<file path="src/rtl/alu_pkg.sv">
// alu_pkg: shared widths, ALU opcodes and forward-select encoding
package alu_pkg;
  localparam int XLEN = 32;
  localparam int RW = 5;
  typedef enum logic [2:0] {
    ALU_AND  = 3'b000,
    ALU_OR   = 3'b001,
    ALU_ADD  = 3'b010,
    ALU_DIV  = 3'b011,
    ALU_ANDN = 3'b100,
    ALU_ORN  = 3'b101,
    ALU_SUB  = 3'b110,
    ALU_SLT  = 3'b111
  } alu_op_e;
  typedef enum logic [1:0] {
    FWD_REG = 2'd0,
    FWD_MEM = 2'd1,
    FWD_WB  = 2'd2
  } fwd_sel_e;
endpackage

</file>
<file path="src/rtl/fwd_mux.sv">
// fwd_mux: picks the newest in-flight value for one source register, MEM before WB
module fwd_mux #(
  parameter int XLEN = alu_pkg::XLEN,
  parameter int RW = alu_pkg::RW
) (
  input  logic [RW-1:0]   idx,
  input  logic [XLEN-1:0] reg_data,
  input  logic            mem_regwrite,
  input  logic [RW-1:0]   mem_rd,
  input  logic [XLEN-1:0] mem_result,
  input  logic            wb_regwrite,
  input  logic [RW-1:0]   wb_rd,
  input  logic [XLEN-1:0] wb_result,
  output logic [XLEN-1:0] data,
  output logic [1:0]      sel
);
  import alu_pkg::*;
  logic mem_hit, wb_hit;
  assign mem_hit = mem_regwrite && mem_rd != '0 && mem_rd == idx;
  assign wb_hit = wb_regwrite && wb_rd != '0 && wb_rd == idx;
  always_comb begin
    sel = mem_hit ? FWD_MEM : wb_hit ? FWD_WB : FWD_REG;
    data = mem_hit ? mem_result : wb_hit ? wb_result : reg_data;
  end
endmodule

</file>
<file path="src/rtl/id_ex_stage.sv">
// id_ex_stage: ID/EX pipeline register with MEM/WB operand forwarding and load-use detection
module id_ex_stage #(
  parameter int XLEN = alu_pkg::XLEN,
  parameter int RW = alu_pkg::RW
) (
  input  logic            clk,
  input  logic            rst,
  input  logic            stall,
  input  logic            flush,
  input  logic            id_valid,
  input  logic [XLEN-1:0] id_rs_data,
  input  logic [XLEN-1:0] id_rt_data,
  input  logic [XLEN-1:0] id_imm,
  input  logic            id_alusrc,
  input  logic [2:0]      id_alu_f,
  input  logic [RW-1:0]   id_rs,
  input  logic [RW-1:0]   id_rt,
  input  logic [RW-1:0]   id_rd,
  input  logic            id_regwrite,
  input  logic            id_memtoreg,
  input  logic            id_memwrite,
  input  logic            id_branch,
  input  logic            mem_regwrite,
  input  logic [RW-1:0]   mem_rd,
  input  logic [XLEN-1:0] mem_result,
  input  logic            wb_regwrite,
  input  logic [RW-1:0]   wb_rd,
  input  logic [XLEN-1:0] wb_result,
  output logic [XLEN-1:0] ex_a,
  output logic [XLEN-1:0] ex_b,
  output logic [2:0]      ex_f,
  output logic [XLEN-1:0] ex_store_data,
  output logic [RW-1:0]   ex_rd,
  output logic            ex_valid,
  output logic            ex_regwrite,
  output logic            ex_memtoreg,
  output logic            ex_memwrite,
  output logic            ex_branch,
  output logic [1:0]      rs_sel,
  output logic [1:0]      rt_sel,
  output logic            load_use_stall
);
  import alu_pkg::*;
  logic            live, r_alusrc;
  logic [RW-1:0]   r_rs, r_rt;
  logic [XLEN-1:0] r_rs_data, r_rt_data, r_imm, rs_fwd, rt_fwd;
  assign live = id_valid && !flush;
  // a flush loads an all-zero bubble, so it must still open the register when stall is high
  always_ff @(posedge clk or posedge rst) begin
    if (rst) begin
      ex_valid    <= 1'b0;
      ex_regwrite <= 1'b0;
      ex_memtoreg <= 1'b0;
      ex_memwrite <= 1'b0;
      ex_branch   <= 1'b0;
      r_alusrc    <= 1'b0;
      ex_f        <= '0;
      ex_rd       <= '0;
      r_rs        <= '0;
      r_rt        <= '0;
      r_rs_data   <= '0;
      r_rt_data   <= '0;
      r_imm       <= '0;
    end else if (flush || !stall) begin
      ex_valid    <= live;
      ex_regwrite <= live && id_regwrite;
      ex_memtoreg <= live && id_memtoreg;
      ex_memwrite <= live && id_memwrite;
      ex_branch   <= live && id_branch;
      r_alusrc    <= !flush && id_alusrc;
      ex_f        <= flush ? '0 : id_alu_f;
      ex_rd       <= flush ? '0 : id_rd;
      r_rs        <= flush ? '0 : id_rs;
      r_rt        <= flush ? '0 : id_rt;
      r_rs_data   <= flush ? '0 : id_rs_data;
      r_rt_data   <= flush ? '0 : id_rt_data;
      r_imm       <= flush ? '0 : id_imm;
    end
  end
  fwd_mux #(.XLEN(XLEN), .RW(RW)) u_fwd_rs (
    .idx(r_rs), .reg_data(r_rs_data),
    .mem_regwrite(mem_regwrite), .mem_rd(mem_rd), .mem_result(mem_result),
    .wb_regwrite(wb_regwrite), .wb_rd(wb_rd), .wb_result(wb_result),
    .data(rs_fwd), .sel(rs_sel)
  );
  fwd_mux #(.XLEN(XLEN), .RW(RW)) u_fwd_rt (
    .idx(r_rt), .reg_data(r_rt_data),
    .mem_regwrite(mem_regwrite), .mem_rd(mem_rd), .mem_result(mem_result),
    .wb_regwrite(wb_regwrite), .wb_rd(wb_rd), .wb_result(wb_result),
    .data(rt_fwd), .sel(rt_sel)
  );
  assign ex_a = rs_fwd;
  assign ex_b = r_alusrc ? r_imm : rt_fwd;
  assign ex_store_data = rt_fwd;
  assign load_use_stall = ex_valid && ex_memtoreg && ex_rd != '0 && id_valid
                          && (ex_rd == id_rs || ex_rd == id_rt);
endmodule

</file>
<file path="config.mk">
export PLATFORM = sky130hd
export DESIGN_NAME = id_ex_stage
export DESIGN_NICKNAME = d
export VERILOG_FILES = /design/src/rtl/alu_pkg.sv /design/src/rtl/fwd_mux.sv /design/src/rtl/id_ex_stage.sv
export SDC_FILE = /design/constraint.sdc
export NUM_CORES = 1
export LEC_CHECK = 0
export BUFFER_PORTS_ARGS = -buffer_cell sky130_fd_sc_hd__buf_2
export CAP_MARGIN = 30
export CORE_MARGIN = 10
export CORE_UTILIZATION = 44
export DETAILED_ROUTE_END_ITERATION = 16
export PLACE_DENSITY_LB_ADDON = 0.25
export SKIP_CTS_REPAIR_TIMING = 1
export SLEW_MARGIN = 20
export SYNTH_ARGS = -nofsm -noshare
export SYNTH_HDL_FRONTEND = slang
export SYNTH_SLANG_ARGS = --single-unit
</file>
<file path="constraint.sdc">
create_clock -name clk -period 4 [get_ports clk]
set_input_delay 0.6 -clock clk [delete_from_list [all_inputs] [get_ports clk]]
set_output_delay 0.6 -clock clk [all_outputs]
set_load 0.02 [all_outputs]
</file>
# Yosys cells after proc, flatten, opt, wreduce, memory -nomap -nowiden
# Cells that the tools add are included.
word_totals:
  ff_bits: 120
  input_bits: 200
  out_inout_bits: 114
  word_cells: 58
op_classes:
  n_eq_ne: 6
  muxes: 16
  n_reduce_logical: 23
op_table:
  columns: ["operator", "n"]
  rows:
  - ["two-way mux 32 bit", 8]
  - ["== test 5 bit", 6]
  - ["logical AND 1 bit", 16]
  - ["two-way mux 5 bit", 3]
  - ["nonzero test 5 bit", 3]
  - ["two-way mux 2 bit", 4]
  - ["two-way mux 3 bit", 1]
  - ["zero test 1 bit", 2]
  - ["logical OR 1 bit", 2]

# Depth between registers and ports, before layout
# Gate-level depths: netlist of run 1.
depth:
  depth_word: 6
  ltp_mapped: 7
  depth_no_buf: 6

# Hierarchy
# Synthesis of run 1 repeated with hierarchy kept, for this count alone.
hier_totals:
  hier_cells: 818
  hier_area_um2: 7648.6
by_module_without_submodules:
  columns: ["module", "instances", "cells_per_inst", "area_per_inst_um2", "seq_area_each_um2"]
  rows:
  - ["id_ex_stage", 1, 442, 5301.3, 3002.9]
  - ["fwd_mux", 2, 188, 1173.6, 0.0]

# Worst setup path after synthesis of run 1
# Ideal clock, no wire load.
synth_timing:
  path_kind: "input port to output port"
  startpoint: "input wb_rd[0]"
  endpoint: "output ex_b[10]"
  t_arrival_ns: 2.443
  required_time_ns: 3.400
  setup_slack_ns: 0.957
  cell_stages: 7
  path_cell_list: "or4_1 o21a_1 and3_1 buf_6 buf_12 mux2i_1 a221oi_1"
synth_between:
  elab_chain_len: 6
synth_lines:
  columns: ["item", "line", "source"]
  rows:
  - ["start, declared", "id_ex_stage.sv:27", "input logic [RW-1:0] wb_rd,"]
  - ["nonzero test 5 bit", "fwd_mux.sv:20", "assign wb_hit = wb_regwrite && wb_rd != '0 && wb_rd == idx;"]
  - ["logical AND 1 bit", "fwd_mux.sv:20", null]
  - ["logical AND 1 bit *", "fwd_mux.sv:20", null]
  - ["two-way mux 32 bit * (2 in series)", "fwd_mux.sv:23", "data = mem_hit ? mem_result : wb_hit ? wb_result : reg_data;"]
  - ["two-way mux 32 bit *", "id_ex_stage.sv:93", "assign ex_b = r_alusrc ? r_imm : rt_fwd;"]
  - ["end, declared", "id_ex_stage.sv:30", "output logic [XLEN-1:0] ex_b,"]
# Mark *: on every way between the ends. The rest lies on a longest branch, timed or not.

# Worst setup path after layout of run 1
layout_timing:
  startpoint: "register r_rs[1]"
  endpoint: "output ex_a[2]"
layout_between:
  elab_chain_len: 4
layout_lines:
  columns: ["item", "line", "source"]
  rows:
  - ["start, declared", "id_ex_stage.sv:45", "logic [RW-1:0] r_rs, r_rt;"]
  - ["start signal, assigned", "id_ex_stage.sv:73", "r_rs <= flush ? '0 : id_rs;"]
  - ["== test 5 bit", "fwd_mux.sv:20", null]
  - ["logical AND 1 bit", "fwd_mux.sv:20", null]
  - ["two-way mux 32 bit", "fwd_mux.sv:23", null]
  - ["two-way mux 32 bit *", "fwd_mux.sv:23", null]
  - ["end, declared", "id_ex_stage.sv:29", "output logic [XLEN-1:0] ex_a,"]
# Marked as above.

==> results of run 1 <==
## Yosys cell counts (2+ instances only)
| cell type | number | area [um^2] |
|---|---|---|
| mux2i_1 | 179 | 1790 |
| nor2_1 | 155 | 582 |
| dfrtp_1 | 120 | 3000 |
| nor3_1 | 38 | 190 |
| a21oi_1 | 34 | 170 |
| inv_1 | 34 | 128 |
| a221oi_1 | 32 | 280 |
| clkbuf_1 | 32 | 120 |
| nand2_1 | 32 | 120 |
| o21ai_0 | 32 | 160 |
| xor2_1 | 22 | 193 |
| buf_1 | 12 | 45.0 |
| buf_2 | 10 | 50.1 |
| xnor2_1 | 8 | 70.1 |
| buf_6 | 5 | 56.3 |
| a22oi_1 | 4 | 30.0 |
| buf_12 | 3 | 60.1 |
| nand3_1 | 3 | 15.0 |
| or4_1 | 3 | 22.5 |
| buf_4 | 2 | 15.0 |
| nor2b_1 | 2 | 12.5 |
| o21a_1 | 2 | 15.0 |
## cells by family after synthesis
logic type	synth area share
AO/OA/AOI/OAI	0.0925
XOR/XNOR	0.0366
buffers and inverters	0.0661
flip-flops	0.418
multiplexers	0.250
AND/OR/NAND/NOR	0.137
## power by group through the flow
stage                     clock, mW  combinational (mW)  sequential (mW)
after detailed placement          0               0.737             1.35
after CTS                      1.59               0.738             1.33
after global routing           1.65               0.800             1.34
after floorplan                   0               0.434             1.34
final                          1.55               0.732             1.33
after global placement            0               0.724             1.35
## flip-flops by register name (all words and copies together), names as in the netlist, 3 cells and up
signal     flops
r_rs_data     32
r_rs           5
r_rt_data     32
r_imm         32
r_rt           5
ex_f           3
ex_rd          5
## through the flow
| stage | cell area [um^2] | setup slack [ns] | hold WS [ns] | util |
|---|---|---|---|---|
| after global placement | 8840 | 0.647 | 0.497 | 0.555 |
| after floorplan | 7180 | 0.214 | 0.489 | - |
| after global routing | 9480 | 0.420 | 0.362 | 0.595 |
| after detailed placement | 8870 | 0.661 | 0.510 | 0.556 |
| after CTS | 9470 | 0.511 | 0.332 | 0.594 |
| final | 9480 | 0.530 | 0.307 | 0.595 |
## how the worst max path moves through the flow
stage / start / to / slack (ns) / depth (start not counted)
floorplan: rst / ex_branch / 0.21 / 1
global placement: wb_rd[4] / ex_a[10] / 0.65 / 8
detailed placement: wb_rd[4] / ex_a[2] / 0.66 / 8
CTS: r_rs[1] / ex_a[2] / 0.51 / 7
global route: r_rs[1] / ex_a[10] / 0.42 / 7
finish: r_rs[1] / ex_a[2] / 0.53 / 7
## metal layers
metal  GRT usage  vias to the layer above
met1       0.258                     3157
li1            -                     3231
met3      0.0693                       62
met5           0                        -
met2       0.376                      310
met4       0.115                        2
## area by class of cell
type / instances / area, um^2
well taps: 216 / 270
clock buffers: 17 / 425
clock inverters: 14 / 178
flip-flops and latches: 120 / 3000
inverters: 34 / 130
fillers: 1450 / 6460
repair buffers: 325 / 1750
multi-input cells: 552 / 3720
diodes: 4 / 10.0
## critical path, cell delays in order, from the launching register on
cell	delay [ns]
dfrtp_1	0.44
xor2_1	0.16
nor3_1	0.16
and4_2	0.83
buf_4	0.39
mux2i_1	0.21
o21ai_0	0.09
buf_2	0.17
## cells in the final DEF, fill, tap and decap left out, types with 2 or more instances in the layout
cell type	count
buf_4	7
nor2_1	155
nand2_1	32
xor2_1	22
and4_2	2
nor2b_1	2
mux2i_1	179
clkinv_4	5
a22oi_1	4
xnor2_1	8
o21ai_0	32
nand3_1	3
inv_1	33
bufinv_16	3
buf_2	311
clkbuf_16	17
clkinvlp_4	4
a21oi_1	34
a221oi_1	32
dfrtp_1	119
o21a_1	2
nor3_1	38
diode_2	4
or4_1	3
buf_12	5
==> flow_summary.toml, run 1 <==
[final_layout]
drive_above_1_share = 0.342
finalNetCount = 1250
instances_no_fill = 1282
syn_to_final_growth_pct = 32.1

[floorplanning]
die_h_um = 148
die-area_mm2 = 0.0218
io_pins = 314
core_mm2 = 0.0159
rows = 46
die_w_um = 148
start_util = 0.450

[worst_setup_path]
r2r_slack_ns = 3.04
crit_fanout = 24
start_kind = "flip-flop"
arrival_ns = 2.87
reg2regPathDepth = 2
reg2reg_from = "r_alusrc"
r2r-end = "r_alusrc"
required_ns = 3.40
critPathKind = "flip-flop to output port"
critPathCaptureType = "output port"

[yosys]
synthCells = 770
synthArstFlopShare = 1.00
synth_flop_cell = "dfrtp_1"
syn_area_mm2 = 0.00718
synth_edf_count = 0
synth_area_per_cell_um2 = 9.32
seq_area_frac_synth = 0.418
syn_nets = 970
synth_seq_cells = 120
synth_cell_types = 28
ys_warn_count = 0

[clock_tree]
cts_tree = "done"
clock_latency_ns = 0.41
cts.sinks = 120
clk_pin_slew_worst_paths_ns = 0.06
clock_path_buffers = 2
cts_max_level = 4
root_buffer = "clkbuf_16"
numCtsBuffers = 17

[timing]
clock.fmax_ghz = 0.288
fin_worst_skew_ns = 0
period_needed_ns = 3.47
slew_headroom = 0.414
finalHoldViolCount = 0
tightest_slew_ns = 0.880
drv_slew = 0
period_share = 0.867
setup_viol = 0
finalSetupTns_ns = 0
rsz0062_at_grt = "no"

[drt]
met3WireLength_um = 2150
drc_errors = 0
vias_per_cell = 5.27
wl_met2_um = 12300
vias = 6762
wl_met1_um = 9850
routedWlPerCell_um = 19.7
dr.max_layer_used = "met5"
dr.pass1.iters = 5
drtIter0Drc = 384
finalWirelength_um = 25300
ant_nets = 0

[placed_design]
globalplace.congestion = 0.953
port_buffers = 313
place_hpwl_um = 19000
dp.cells = 1247

[global_routing]
grt_pass1_wl_um = 39400
grt_overflow = 0
antenna_found_initial = 4
grt_pass1_vias = 7091
grt_usage = 0.226
grt_start_max_net_pins = 97

[power_and_ir_drop]
design_power_total_mw = 3.62
p_sw_mw = 1.07
leakagePower_nw = 4.88
power_density_mw_per_mm2 = 382
pwr-share-clk = 0.429
seqPwrFrac = 0.369
p_int_mw = 2.55
ir_drop_v = 0.000263
swShare = 0.295
p_comb_frac = 0.202

[hold_path]
min_path_type = "primary input to asynchronous set/reset pin"

[job]
max_cap_viol_count = 0

[outcome]
outcome = "finished, final reports clean"
No activity file was read; power rests on OpenSTA's default activity.
==> run 2, diff against run 1 <==
--- a/config.mk
+++ b/config.mk
@@ -5,12 +5,13 @@
 export SDC_FILE = /design/constraint.sdc
 export NUM_CORES = 1
 export LEC_CHECK = 0
+export ABC_AREA = 0
 export BUFFER_PORTS_ARGS = -buffer_cell sky130_fd_sc_hd__buf_2
 export CAP_MARGIN = 30
 export CORE_MARGIN = 10
 export CORE_UTILIZATION = 44
 export DETAILED_ROUTE_END_ITERATION = 16
-export PLACE_DENSITY_LB_ADDON = 0.25
+export PLACE_DENSITY = 0.78
 export SKIP_CTS_REPAIR_TIMING = 1
 export SLEW_MARGIN = 20
 export SYNTH_ARGS = -nofsm -noshare
==> flow_summary.toml, run 2 (same netlist as run 1, synthesis figures left out) <==
[outcome]
outcome = "finished, final reports clean"

[drt]
routedWlPerCell_um = 19.7
dr.pass1.iters = 5
vias_per_cell = 5.34
ant_nets = 0
drtIter0Drc = 340
drc_errors = 0
finalWirelength_um = 25100
vias = 6807

[worst_setup_path]
critical-path-top-delay-family = "simple AND/OR/NAND/NOR gates"
critPathBufInv = 3
start_kind = "primary input"
critPathMaxStageDelay_ns = 0.51
crit_fanout = 31
cp_slowest_cell = "or4_1"
critPathCaptureType = "output port"
arrival_ns = 2.75
crit_top_cell = "buf_2"
critPathKind = "primary input to output port"
required_ns = 3.40
path_cells = "buf_2 > or4_1 > o21a_1 > and3_2 > buf_12 > mux2i_1 > a221oi_1 > buf_2"

[timing]
period_needed_ns = 3.35
clock.fmax_ghz = 0.298
rsz0062_at_grt = "no"
drv_slew = 0
finalHoldViolCount = 0
setup_viol = 0
fin_worst_skew_ns = 0
tightest_slew_ns = 0.941
slew_headroom = 0.373
period_share = 0.839
finalSetupTns_ns = 0

[clock_tree]
cts_max_level = 4
clock_path_buffers = 2
root_buffer = "clkbuf_16"
clk_pin_slew_worst_paths_ns = 0.06
numCtsBuffers = 17
clock_latency_ns = 0.41
cts_tree = "done"
cts.sinks = 120

[final_layout]
drive_above_1_share = 0.339
syn_to_final_growth_pct = 31.4
fill_cells = 1426
instances_no_fill = 1275
finalNetCount = 1249
final_common_cell = "buf_2"
largestRegisters = "r_imm: 32 flops, r_rs_data: 32 flops, r_rt_data: 32 flops"
fin_area_mm2 = 0.00943
final_cell_mix = "buf_2, mux2i_1, nor2_1"
antenna-diode-count = 0

[floorplanning]
core_mm2 = 0.0159
rows = 46
die_w_um = 148
die_h_um = 148
io_pins = 314
die-area_mm2 = 0.0218
start_util = 0.450

[global_routing]
grt_overflow = 0
grt_pass1_vias = 7295
antenna_found_initial = 1
grt_usage = 0.222
grt_pass1_wl_um = 39200
grt_start_max_net_pins = 97

[power_and_ir_drop]
leakagePower_nw = 4.87
power_density_mw_per_mm2 = 373
ir_drop_v = 0.000244

[placed_design]
globalplace.congestion = 0.924
place_hpwl_um = 18900
dp.cells = 1246
postPlaceCellArea_mm2 = 0.00887
port_buffers = 313

[hold_path]
min_path_type = "primary input to asynchronous set/reset pin"

[job]
max_cap_viol_count = 0
run 2: routing by layer:
metal | vias to the layer above | global-route usage | part of all wire
met4 | 2 | 0.0872 | 0.025
met5 | - | 0 | 0.00036
li1 | 3223 | - | -
met1 | 3225 | 0.255 | 0.39
met2 | 304 | 0.379 | 0.49
met3 | 53 | 0.0696 | 0.087
run 2: where the power goes:
part           switching (mW)  internal (mW)  total, mW
registers              0.0562           1.28       1.34
clock network           0.523          0.933       1.46
logic                   0.436          0.292      0.727
run 2: worst paths after layout:
check                      slack [ns]  cells after the start            end         from
max reg2reg                      2.41                      3       r_alusrc     r_alusrc
max                              0.65                      8       ex_b[21]     wb_rd[0]
min in group clk                 0.43                      3    ex_memtoreg  id_memtoreg
min                              0.33                      2        ex_f[1]          rst
min reg2reg                      0.52                      2      r_imm[23]    r_imm[23]
max in group asynchronous        2.84                      3  r_rt_data[16]          rst
run 2: per-stage QoR:
step	setup WS, ns	hold slack [ns]	power [mW]	utilization
after floorplan	0.214	0.489	1.78	-
after detailed placement	0.712	0.512	2.09	0.557
after global placement	0.730	0.498	2.07	0.554
final	0.646	0.325	3.52	0.592
after global routing	0.590	0.396	3.68	0.592
after CTS	0.731	0.348	3.56	0.592
run 2: cell type report:
| type | instances | area [um^2] | share of cell area |
|---|---|---|---|
| inverter | 34 | 130 | 0.0138 |
| tap | 216 | 270 | 0.0286 |
| clock buffer | 20 | 457 | 0.0484 |
| timing repair buffer | 324 | 1750 | 0.186 |
| clock inverter | 9 | 103 | 0.0109 |
| multi-input combinational | 552 | 3720 | 0.394 |
| sequential | 120 | 3000 | 0.318 |
==> run 3, diff against run 2 <==
==> constraint.sdc (replaced) <==
create_clock -name clk -period 2.84 [get_ports clk]
set_input_delay 0.426 -clock clk [delete_from_list [all_inputs] [get_ports clk]]
set_output_delay 0.426 -clock clk [all_outputs]
set_load 0.02 [all_outputs]
==> flow_summary.toml, run 3 (same netlist as run 1, synthesis figures left out) <==
[timing]
slew_headroom = 0.534
clock.fmax_ghz = 0.364
period_share = 0.966
finalHoldViolCount = 0
setup_viol = 0
layout_setup_ws_ns = 0.0963
drv_slew = 0
period_needed_ns = 2.74
fin_worst_skew_ns = 0
tightest_slew_ns = 0.698

[final_layout]
final_common_cell = "buf_2"
drive_above_1_share = 0.360
largestRegisters = "r_imm: 32 flops, r_rs_data: 32 flops, r_rt_data: 32 flops"
final_cell_mix = "buf_2, mux2i_1, nor2_1"
finalNetCount = 1266
syn_to_final_growth_pct = 35.7
antenna-diode-count = 0
instances_no_fill = 1295

[worst_setup_path]
critPathMaxStageDelay_ns = 0.42
critPathKind = "flip-flop to output port"
cp_slowest_cell = "dfrtp_1"
crit_fanout = 18
critPathBufInv = 2
critical-path-top-delay-family = "simple AND/OR/NAND/NOR gates"
required_ns = 2.41
arrival_ns = 2.32
path_cells = "xor2_1 > nor3_2 > and3_4 > buf_12 > mux2i_1 > a221oi_1 > buf_2"
start_kind = "flip-flop"
critPathCaptureType = "output port"

[clock_tree]
cts_tree = "done"
cts.sinks = 120
clock_latency_ns = 0.40
root_buffer = "clkbuf_16"
clk_pin_slew_worst_paths_ns = 0.06
numCtsBuffers = 17
clock_path_buffers = 2
cts_max_level = 4

[drt]
vias = 6874
dr.pass1.iters = 5
finalWirelength_um = 24900
routedWlPerCell_um = 19.2
drtIter0Drc = 321
drc_errors = 0
vias_per_cell = 5.31
ant_nets = 0

[global_routing]
grt_start_max_net_pins = 121
antenna_found_initial = 0
grt_pass1_wl_um = 38700
grt_overflow = 0
grt_pass1_vias = 7058
grt_usage = 0.221

[placed_design]
port_buffers = 313
place_hpwl_um = 18900
dpl_worst_slack_ns = 0.0581
globalplace.congestion = 0.899
dp.cells = 1259

[outcome]
outcome = "finished, final reports clean"

[floorplanning]
rows = 46
start_util = 0.450
io_pins = 314
die-area_mm2 = 0.0218
die_h_um = 148
die_w_um = 148
core_mm2 = 0.0159

[job]
max_cap_viol_count = 0

[hold_path]
min_path_type = "primary input to asynchronous set/reset pin"

[power_and_ir_drop]
power_density_mw_per_mm2 = 534
ir_drop_v = 0.000328
leakagePower_nw = 5.00
## run 3: layout make-up
| class | instances | area [um^2] |
|---|---|---|
| clock inverters | 13 | 169 |
| well taps | 216 | 270 |
| multi-input cells | 552 | 3760 |
| repair buffers | 341 | 1960 |
| inverters | 34 | 131 |
| fillers | 1385 | 6200 |
| flip-flops and latches | 120 | 3000 |
| clock buffers | 19 | 453 |
## run 3: per-layer routing
layer  track usage  wire [um]
met2         0.359      11900
met3        0.0659       1970
met5             0          0
met4        0.0892        690
met1         0.267      10300
## run 3: final timing paths
kind,startpoint,endpoint,slack [ns],depth (start not counted)
setup / recovery,r_rt[3],ex_b[14],0.1,7
hold / removal,rst,ex_rd[0],0.19,3
setup reg to reg,r_alusrc,r_alusrc,1.44,3
hold reg to reg,r_imm[8],r_imm[8],0.52,2
max in group asynchronous,rst,r_imm[19],2.14,3
min in group clk,id_rt_data[6],r_rt_data[6],0.26,3
## run 3: worst min-delay path: stages
cell	delay (ns)
buf_2	0.11
clkinvlp_4	0.07
buf_12	0.46
## run 3: metrics by stage
step | power, mW | area [um^2] | setup TNS, ns | hold WS (ns) | util
6_report | 5.20 | 9740 | 0 | 0.193 | 0.611
5_1_grt | 5.43 | 9740 | -0.357 | 0.248 | 0.611
4_1_cts | 5.25 | 9660 | -0.885 | 0.230 | 0.606
3_5_place_dp | 2.96 | 9040 | 0 | 0.512 | 0.567
3_3_place_gp | 2.94 | 9040 | 0 | 0.500 | 0.567
2_1_floorplan | 2.50 | 7180 | 0 | 0.489 | -
## run 3: report_power, final
| group | total, mW | switching, mW | internal (mW) |
|---|---|---|---|
| Combinational | 1.06 | 0.627 | 0.434 |
| Sequential | 1.88 | 0.0760 | 1.81 |
| Clock | 2.26 | 0.824 | 1.44 |
